`src/rtl/vram_write_buffer_m.sv`:
```
// vram_write_buffer_m: buffers upstream VRAM byte writes in a FIFO and drains them only while write_allowed.
// Optional feature macro: VRAM_WRITE_BUFFER_STATS_EN adds the write_total strobe counter port.
`ifndef VRAM_ADDR_WIDTH
`define VRAM_ADDR_WIDTH 12
`endif
`ifndef VRAM_SIZE
`define VRAM_SIZE 12'h900
`endif

module vram_write_buffer_m #(
  parameter int ADDR_WIDTH = `VRAM_ADDR_WIDTH,
  parameter int VRAM_SIZE  = `VRAM_SIZE,
  parameter int FIFO_DEPTH = 16
) (
  input  logic                          clk,
  input  logic                          rst_n,
  input  logic [7:0]                    in_data,
  input  logic [ADDR_WIDTH-1:0]         in_address,
  input  logic                          in_valid,
  output logic                          in_ready,
  input  logic                          write_allowed,
  input  logic                          clear_error,
  output logic [7:0]                    vram_data,
  output logic [ADDR_WIDTH-1:0]         vram_address,
  output logic                          vram_write_enable,
  output logic [$clog2(FIFO_DEPTH):0]   fifo_count,
  output logic                          bad_address,
`ifdef VRAM_WRITE_BUFFER_STATS_EN
  output logic [15:0]                   write_total,
`endif
  output logic                          idle
);

  localparam int PW = $clog2(FIFO_DEPTH);
  localparam int CW = PW + 1;
  localparam int EW = ADDR_WIDTH + 8;
  localparam logic [CW-1:0]         DEPTH_C    = CW'(FIFO_DEPTH);
  localparam logic [ADDR_WIDTH:0]   VRAM_LIMIT = (ADDR_WIDTH + 1)'(VRAM_SIZE);

  logic [EW-1:0]          mem [FIFO_DEPTH];
  logic [PW-1:0]          wr_ptr_reg, rd_ptr_reg;
  logic [CW-1:0]          count_reg;
  logic [7:0]             vram_data_reg;
  logic [ADDR_WIDTH-1:0]  vram_address_reg;
  logic                   vram_we_reg;
  logic                   bad_reg;

  logic push_fire, addr_ok, push, pop;

  // Ready and pop both look only at the registered count: no same-cycle bypass.
  assign in_ready  = (count_reg < DEPTH_C);
  assign push_fire = in_valid && in_ready;
  assign addr_ok   = ({1'b0, in_address} < VRAM_LIMIT);
  assign push      = push_fire && addr_ok;
  assign pop       = write_allowed && (count_reg != '0);

  always_ff @(posedge clk) begin
    if (push) begin
      mem[wr_ptr_reg] <= {in_data, in_address};
    end
  end

  always_ff @(posedge clk or negedge rst_n) begin
    if (!rst_n) begin
      wr_ptr_reg <= '0;
      rd_ptr_reg <= '0;
      count_reg  <= '0;
    end else begin
      if (push) begin
        wr_ptr_reg <= wr_ptr_reg + PW'(1);
      end
      if (pop) begin
        rd_ptr_reg <= rd_ptr_reg + PW'(1);
      end
      case ({push, pop})
        2'b10:   count_reg <= count_reg + CW'(1);
        2'b01:   count_reg <= count_reg - CW'(1);
        default: count_reg <= count_reg;
      endcase
    end
  end

  // Registered read of the FIFO head doubles as the VRAM port output register.
  always_ff @(posedge clk or negedge rst_n) begin
    if (!rst_n) begin
      vram_data_reg    <= '0;
      vram_address_reg <= '0;
      vram_we_reg      <= 1'b0;
    end else begin
      vram_we_reg <= pop;
      if (pop) begin
        {vram_data_reg, vram_address_reg} <= mem[rd_ptr_reg];
      end
    end
  end

  // A drop in the same cycle as clear_error leaves the flag set.
  always_ff @(posedge clk or negedge rst_n) begin
    if (!rst_n) begin
      bad_reg <= 1'b0;
    end else if (push_fire && !addr_ok) begin
      bad_reg <= 1'b1;
    end else if (clear_error) begin
      bad_reg <= 1'b0;
    end
  end

`ifdef VRAM_WRITE_BUFFER_STATS_EN
  logic [15:0] write_total_reg;

  always_ff @(posedge clk or negedge rst_n) begin
    if (!rst_n) begin
      write_total_reg <= '0;
    end else if (vram_we_reg) begin
      write_total_reg <= write_total_reg + 16'd1;
    end
  end

  assign write_total = write_total_reg;
`endif

  assign vram_data         = vram_data_reg;
  assign vram_address      = vram_address_reg;
  assign vram_write_enable = vram_we_reg;
  assign fifo_count        = count_reg;
  assign bad_address       = bad_reg;
  assign idle              = (count_reg == '0) && !vram_we_reg;

endmodule

```
`config.mk`:
```
export PLATFORM = sky130hd
export DESIGN_NAME = vram_write_buffer_m
export DESIGN_NICKNAME = d
export VERILOG_FILES = /design/src/rtl/vram_write_buffer_m.sv
export SDC_FILE = /design/constraint.sdc
export NUM_CORES = 1
export LEC_CHECK = 0
export CAP_MARGIN = 10
export CORE_MARGIN = 3
export CORE_UTILIZATION = 45
export DETAILED_ROUTE_END_ITERATION = 10
export REMOVE_ABC_BUFFERS = 1
export SYNTH_ARGS = -nofsm -noshare
export SYNTH_HDL_FRONTEND = slang
export SYNTH_SLANG_ARGS = --single-unit
```
`constraint.sdc`:
```
create_clock -name clk -period 3.2 [get_ports clk]
set_clock_uncertainty 0.15 [all_clocks]
set_input_delay 0.32 -clock clk [delete_from_list [all_inputs] [get_ports clk]]
set_output_delay 0.32 -clock clk [all_outputs]
set_load 0.01 [all_outputs]
```
# Word-level counts from Yosys, hierarchy flattened
# Memories as Yosys holds them, arrays and structs flattened. A register that Yosys moved wholly into a read port is not among the register bits.
# Index checks and enable logic that the tools add are counted.
[word_totals]
mem_count = 1
mem_bits_rw = 320
regBits = 15
output_inout_bits = 29
in_bits = 25
[classes]
add_sub_neg = 4
n_eq_ne = 2
reduce_logical = 12
n_lt_le_gt_ge = 2
muxes = 5
[memory_table]
columns = ["memory", "words", "word_bits", "read_ports", "rd_clocked_by_memory_dff", "write_ports", "line", "rtl"]
rows = [
  ["mem", 16, 20, 1, 1, 1, "40", "logic [EW-1:0] mem [FIFO_DEPTH];"],
]
[ops]
columns = ["op", "n"]
rows = [
  ["less-than comparator 12 bit (second input constant)", 1],
  ["case mux 5 bit (2 select lines)", 1],
  ["adder 4 x 1 -> 4 bit (second input constant)", 2],
  ["adder 5 x 1 -> 5 bit (second input constant)", 1],
  ["logical AND 1 bit", 5],
  ["logical NOT 5 bit", 1],
  ["less-than comparator 5 bit (second input constant)", 1],
  ["nonzero test 5 bit", 1],
  ["subtractor 5 x 1 -> 5 bit (second input constant)", 1],
  ["2-to-1 mux 1 bit", 4],
  ["nonzero test 2 bit", 2],
  ["logical NOT 1 bit", 3],
  ["== test 2 x 1 -> 1 bit (second input constant)", 1],
  ["== test 2 bit (second input constant)", 1],
]

# Depth between registers and ports, before layout
# Gate-level depths: netlist of run 1.
[depth]
depth_word = 5
ltp_mapped = 12

# Worst setup path before layout of run 1
# OpenSTA, ideal clock, no wires.
[synth_timing]
path_type = "input to register"
start = "input port in_address[10]"
end = "memory mem[3][0] in the netlist's numbering, enable pin"
required_time_ps = 2628
path_buffers = 0
setup_slack_ps = 8
stages = 4
t_arrival_ps = 2620
cell_sequence = "or3_1 a21oi_2 nand2_1 nor3_1"
[synth_via]
elab_chain_len = 4
[synth_lines]
columns = ["item", "line", "rtl"]
rows = [
  ["start, declared", "18", "input logic [ADDR_WIDTH-1:0] in_address,"],
  ["less-than comparator 12 bit", "53", "assign addr_ok = ({1'b0, in_address} < VRAM_LIMIT);"],
  ["logical AND 1 bit", "54", "assign push = push_fire && addr_ok;"],
  ["2-to-1 mux 1 bit", "58", "if (push) begin"],
  ["2-to-1 mux 1 bit (implied by the code)", "59", "mem[wr_ptr_reg] <= {in_data, in_address};"],
  ["end, declared", "40", ""],
]
# Every way passes these cells.

# Worst setup path in the final report of run 1
[layout_timing]
start = "register count_reg[0] (netlist: fifo_count[0])"
end = "register count_reg[4] (netlist: fifo_count[4])"
[layout_via]
word_cells_on_any_way = 11
cone_classes = "add/sub: 2; order compare: 1; eq/ne: 2; mux: 1; reduce/logical: 5"
[layout_rtl]
columns = ["item", "line", "rtl"]
rows = [
  ["start, declared", "42", "logic [CW-1:0] count_reg;"],
  ["start signal, assigned", "76", "2'b10: count_reg <= count_reg + CW'(1);"],
  ["start signal, assigned", "77", "2'b01: count_reg <= count_reg - CW'(1);"],
  ["start signal, assigned", "78", "default: count_reg <= count_reg;"],
  ["nonzero test 5 bit *", "55", "assign pop = write_allowed && (count_reg != '0);"],
  ["logical AND 1 bit *", "55", ""],
  ["via pop", "48", "logic push_fire, addr_ok, push, pop;"],
  ["== test 2 x 1 -> 1 bit or == test 2 bit (tied branches)", "75", "case ({push, pop})"],
  ["case mux 5 bit (2 select lines) or nonzero test 2 bit (tied branches)", "n/a", ""],
]
# The timed path passes the listed nets; every way through them passes the cells marked *.
# A chain may end at the register's enable or synchronous reset.

==> flow_summary.yaml, run 1 <==
min_path:
  hp-class: "in -> async"
critical_path:
  rr_startpoint: "fifo_count[0]"
  worst_setup_path_start_kind: "flop"
  critPathRequiredTime_ns: 3.42
  crit_path_end: "fifo_count[4]"
  crit-reg2reg-capture: "fifo_count[4]"
  crit_chain: "or4_4, o21ai_4, inv_2, ha_1, xor2_1, ha_1, nor2b_1, o21ai_0, a21oi_1, nor4b_1"
  cp_slowest_cell: "or4_4"
  critPathMaxFanout: 6
  path_common_cell: "ha_1"
  cpPeakStageDelay_ns: 0.53
  critical_path_class: "reg -> reg"
  cp.arrival_ns: 3.29
  rrSetupSlack_ns: 0.13
  cp-end-kind: "flop"
  critPathLaunch: "fifo_count[0]"
  reg2regPathDepth: 10
floorplanning:
  die_w_um: 181
  core_area_um2: 29900
  dieArea_um2: 32700
  ios: 54
  start_util_pct: 46.0
  die_height_um: 181
  num_rows: 63
sta:
  hold_viol_final: 0
  max_freq_mhz: 326
  finalCritPeriodShare_pct: 95.8
  tightest_slew_ns: 0.791
  setup_viol: 0
  fin_crit_ns: 3.07
  slew_headroom_pct: 47.3
  maxSlewViolCount: 0
  grt_setup_unrepaired: "no"
layout:
  layoutNonFillerInstCount: 1172
  nFillCells: 2269
  fin_nets: 790
  drive_above_1_share_pct: 27.0
  final_core_util_pct: 54.4
  largest_reg_flops: 320
  fin_area_um2: 16200
  area_delta_synth_final_pct: 18.1
  antenna-diode-count: 0
clock_tree:
  post_cts_resized: 0
  clock-sinks: 355
  worstSkewPairLatency_ns: 0.50
  clockBufferDepth: 3
  cts_buffers: 36
  path_clk_slew_ns: 0.06
  cts_max_level: 2
  root_buffer: "clkbuf_16"
  cts_tree: "yes"
route:
  vias_per_cell: 5.75
  ant_nets: 0
  drc: 0
  drt_first_iter_violations: 520
  vias: 6744
  wirelength_um: 30600
  post_drt_wl_per_cell_um: 26.1
  dr.pass1.iters: 6
grt:
  grt-ovfl-total: 0
  antenna_found_initial: 0
  grt_max_degree: 82
  grt_pass1_vias: 7182
  grt_usage_pct: 19.1
  grt_pass1_wl_um: 46700
power:
  p_total_mw: 13.6
  p_sw_mw: 3.79
  comb_power_share_pct: 27.7
  p_per_area_nw_per_um2: 835
  p_seq_share_pct: 42.2
  vdd_ir_drop_max_v: 0.000458
  p_clk_share_pct: 30.2
  switching_share_pct: 27.9
  leakage_nw: 5.43
  intPower_mw: 9.77
status:
  status: "finished, final reports clean"
synthesis:
  ys_seq_area_share_pct: 76.2
  synth_area_leader_cell: "edfxtp_1"
  avgSynthCellArea_um2: 21.4
  syn-cell-area_um2: 13800
  yosysUniqueCellTypes: 42
  yosysWarnings: 0
  synth.area.top_cells: "edfxtp_1, mux4_2, dfrtp_1, mux2i_1, a211oi_1"
  synth_top_area_share_pct: 69.9
  syn_inst: 644
  ys_ff_latch: 355
job:
  cap_violations: 0
placement:
  placed_cell_area_um2: 15100
  gp_congestion: 0.853
  placed_cells: 1107
  port_buffers: 53
  hpwl_um: 17700
cell usage in the layout (no fill, tap or decap), types with 7 or more instances in the layout:
cell type | Yosys | routed
edfxtp_1 | 320 | 320
mux4_2 | 80 | 80
clkdlybuf4s50_1 | 0 | 52
buf_4 | 11 | 51
clkbuf_16 | 0 | 37
dfrtp_1 | 35 | 32
mux2i_1 | 20 | 20
o22ai_1 | 20 | 20
a211oi_1 | 20 | 20
a21o_1 | 20 | 20
nand2_1 | 12 | 12
nor2_2 | 0 | 12
ha_1 | 9 | 9
clkinv_1 | 0 | 8
xnor2_1 | 7 | 7
clkbuf_1 | 9 | 7
synthesized netlist by cell type, drive strengths merged:
master,n
edfxtp,320
mux4,80
dfrtp,35
buf,27
a211oi,20
a21o,20
mux2i,20
o22ai,20
nor2,16
nand2,12
clkbuf,9
ha,9
xnor2,7
inv,6
nand2b,5
nor3,5
o21ai,5
a21oi,4
nor2b,4
xor2,3
nand4,2
a311oi,1
a32oi,1
a41o,1
and2,1
and3b,1
mux2,1
nand3,1
nor3b,1
nor4b,1
o211a,1
o21a,1
o41ai,1
or2,1
or3,1
or4,1
final cells by class:
type	instances	area, um^2	area share, %
Multi-Input combinational cell	247	3060	18.9
Inverter	6	22.5	0.139
Clock inverter	19	188	1.16
Timing Repair Buffer	110	1020	6.27
Tap cell	390	488	3.01
Clock buffer	45	966	5.95
Sequential cell	355	10500	64.6
power groups by stage:
stage / Combinational, mW / Sequential, mW / Clock [mW]
after floorplan: 2.04 / 6.21 / 0
after global placement: 3.75 / 5.79 / 0
after detailed placement: 3.81 / 5.81 / 0
after CTS: 3.82 / 5.72 / 4.19
after global routing: 4.06 / 5.77 / 4.37
final: 3.75 / 5.72 / 4.09
what timing repair did:
| item | CTS | global route |
|---|---|---|
| hold endpoints to repair | 24 | 0 |
| buffers inserted | 0 | 0 |
| hold buffers | 1 | 0 |
metal layers:
layer / track usage (%) / up-vias / routed length, um
li1: - / 2886 / -
met1: 28.3 / 3612 / 13700
met2: 30.5 / 199 / 14800
met3: 2.82 / 47 / 1530
met4: 4.39 / 0 / 603
met5: 0 / - / 0
cells by family (layout without fill, tap and decap cells):
| family | after synthesis | count (layout) | share of synthesized area, % |
|---|---|---|---|
| buffers and inverters | 42 | 180 | 1.86 |
| multiplexers | 101 | 101 | 14.6 |
| adder cells (fa/ha/maj) | 9 | 9 | 0.819 |
| AND/OR/NAND/NOR | 52 | 52 | 1.88 |
| XOR/XNOR | 10 | 10 | 0.637 |
| AO/OA/AOI/OAI | 75 | 75 | 3.92 |
| flip-flops | 355 | 355 | 76.2 |
metrics by stage:
step                hold WS (ns)  TNS [ns]  setup WS [ns]
finish                     0.298         0          0.134
floorplan                 -0.126    -14.18         -0.689
global route               0.339         0         0.0353
detailed placement         0.307    -0.245         -0.245
global placement           0.308   -0.0400        -0.0400
CTS                        0.316         0          0.215
critical path: cells and delay by family, from the launching register on:
kind | cells | cell delay, ns
simple gates | 3 | 1.03
buf+inv | 1 | 0.09
compound gates | 3 | 0.62
fa+ha+maj | 2 | 0.43
xor+xnor | 1 | 0.16
flops | 1 | 0.45
worst min path at each step:
stage               startpoint             to  slack (ns)
detailed placement       rst_n  fifo_count[2]        0.31
finish                   rst_n   vram_data[2]        0.30
floorplan                rst_n    bad_address       -0.13
CTS                      rst_n   vram_data[0]        0.32
global route          in_valid    bad_address        0.34
global placement         rst_n  fifo_count[0]        0.31
(Power assumes the default switching activity.)
==> inputs of run 2 (changes only) <==
--- a/config.mk
+++ b/config.mk
@@ -9,7 +9,7 @@
 export CORE_MARGIN = 3
 export CORE_UTILIZATION = 45
 export DETAILED_ROUTE_END_ITERATION = 10
-export REMOVE_ABC_BUFFERS = 1
+export SETUP_SLACK_MARGIN = 0.5
 export SYNTH_ARGS = -nofsm -noshare
 export SYNTH_HDL_FRONTEND = slang
 export SYNTH_SLANG_ARGS = --single-unit
==> run 2 against run 1 <==
Register-to-register slack improved by 0.31 ns. Design area rose by 0.72%. Critical path depth did not move. Utilization rose by 0.39 points. Global-route usage fell by 0.82 points. Combinational power fell by 1%. Critical endpoint unchanged. Die area did not move. Sequential share of layout area fell by 0.43 points. Wire length fell by 3.6%. Count of clock-buffer cells in the layout did not move.
==> flow_summary.yaml, run 2 (same netlist as run 1, synthesis figures left out) <==
status:
  status: "finished, final reports clean"
clock_tree:
  root_buffer: "clkbuf_16"
  path_clk_slew_ns: 0.06
  cts_tree: "yes"
  clock-sinks: 355
  clockBufferDepth: 3
  cts_max_level: 2
  cts_buffers: 38
  worstSkewPairLatency_ns: 0.51
floorplanning:
  dieArea_um2: 32700
  die_w_um: 181
  ios: 54
  start_util_pct: 46.0
  num_rows: 63
  die_height_um: 181
  core_area_um2: 29900
sta:
  hold_viol_final: 0
  finalCritPeriodShare_pct: 86.0
  maxSlewViolCount: 0
  grt_setup_unrepaired: "yes"
  max_freq_mhz: 363
  tightest_slew_ns: 0.969
  slew_headroom_pct: 35.4
  tns_ns: 0
  fin_crit_ns: 2.75
  setup_viol: 0
  hold_ws_ns: 0.323
critical_path:
  critPathRequiredTime_ns: 3.47
  critPathMaxFanout: 4
  cp-end-kind: "flop"
  rrSetupSlack_ns: 0.45
  worst_setup_path_start_kind: "flop"
  critical_path_class: "reg -> reg"
  cp.arrival_ns: 3.02
layout:
  fin_nets: 790
  largest_reg_flops: 320
  antenna-diode-count: 0
  most-common-layout-cells: "edfxtp_1, mux4_2, clkdlybuf4s50_1, buf_4, clkbuf_16"
  area_delta_synth_final_pct: 18.9
  final_core_util_pct: 54.7
  drive_above_1_share_pct: 29.0
  layout_commonest_cell: "edfxtp_1"
power:
  p_clk_share_pct: 30.1
  comb_power_share_pct: 27.1
  intPower_mw: 9.77
  switching_share_pct: 28.7
  p_seq_share_pct: 42.8
  leakage_nw: 5.47
  vdd_ir_drop_max_v: 0.000535
  p_per_area_nw_per_um2: 837
  p_sw_mw: 3.92
grt:
  grt_pass1_vias: 7325
  grt-ovfl-total: 0
  grt_usage_pct: 18.3
  antenna_found_initial: 0
  grt_pass1_wl_um: 45300
  grt_max_degree: 64
placement:
  hpwl_um: 17400
  port_buffers: 53
  gp_congestion: 0.761
route:
  post_drt_wl_per_cell_um: 25.2
  vias_per_cell: 5.76
  ant_nets: 0
  drt_first_iter_violations: 630
  dr.pass1.iters: 4
  vias: 6751
  drc: 0
  wirelength_um: 29500
min_path:
  hp-class: "reg -> reg"
synthesis:
  synth_nets: 678
job:
  cap_violations: 0
[run 2: critical path: stages, from the launching register on]
cell	delay, ns
dfrtp_2	0.40
or4_4	0.56
o21ai_4	0.20
inv_4	0.06
ha_4	0.17
buf_4	0.13
ha_1	0.33
o211a_1	0.15
o21ai_1	0.19
o41ai_2	0.11
nor4b_2	0.22
[run 2: worst paths after layout]
check,startpoint,cells past startpoint,to
worst max-delay path,fifo_count[2],10,fifo_count[4]
worst min-delay path,vram_address[3],1,vram_address[3]
worst max register to register,fifo_count[2],10,fifo_count[4]
worst min register to register,vram_address[3],1,vram_address[3]
max in group asynchronous,rst_n,2,rd_ptr_reg[2]
min in group asynchronous,rst_n,2,vram_data[7]
[run 2: per-stage QoR]
step                      power (mW)  setup slack, ns  cell area, um^2  instances
final                           13.7            0.449            16400       1173
after CTS                       13.8            0.441            16300       1172
after detailed placement        9.59            0.148            15000       1094
after floorplan                 8.35            0.268            13800        644
after global placement          9.50            0.256            15000       1094
after global routing            14.3            0.327            16400       1173
[run 2: layer usage]
metal	part of all wire, %	global-route usage [%]	up-vias	wire length (um)
li1	-	-	2891	-
met1	43	25.7	3647	12600
met2	51	30.8	176	15100
met3	4.7	2.54	37	1400
met4	1.5	4.08	0	433
met5	0	0	-	0
[run 2: power groups by stage]
stage          Sequential (mW)  Clock (mW)  Combinational (mW)
3_5_place_dp              5.99           0                3.60
5_1_grt                   5.92        4.40                4.01
4_1_cts                   5.87        4.21                3.72
6_report                  5.86        4.12                3.71
2_1_floorplan             5.76           0                2.59
3_3_place_gp              5.96           0                3.54
[run 2: layout make-up]
type / count / area (um^2)
Multi-Input combinational cell: 247 / 3140
Timing Repair Buffer: 108 / 1020
Clock inverter: 22 / 175
Inverter: 6 / 25.0
Clock buffer: 45 / 1010
Sequential cell: 355 / 10500
Tap cell: 390 / 488
Fill cell: 2253 / 13500
[run 2: timing repair]
action | 4_1_cts | 5_1_grt
hold buffers | 1 | 0
setup buffers | 10 | 1
gates resized for setup | 4 | 7
endpoints found under the hold margin | 35 | 0
pin swaps | 7 | 7
endpoints found under the setup margin | 3 | 4
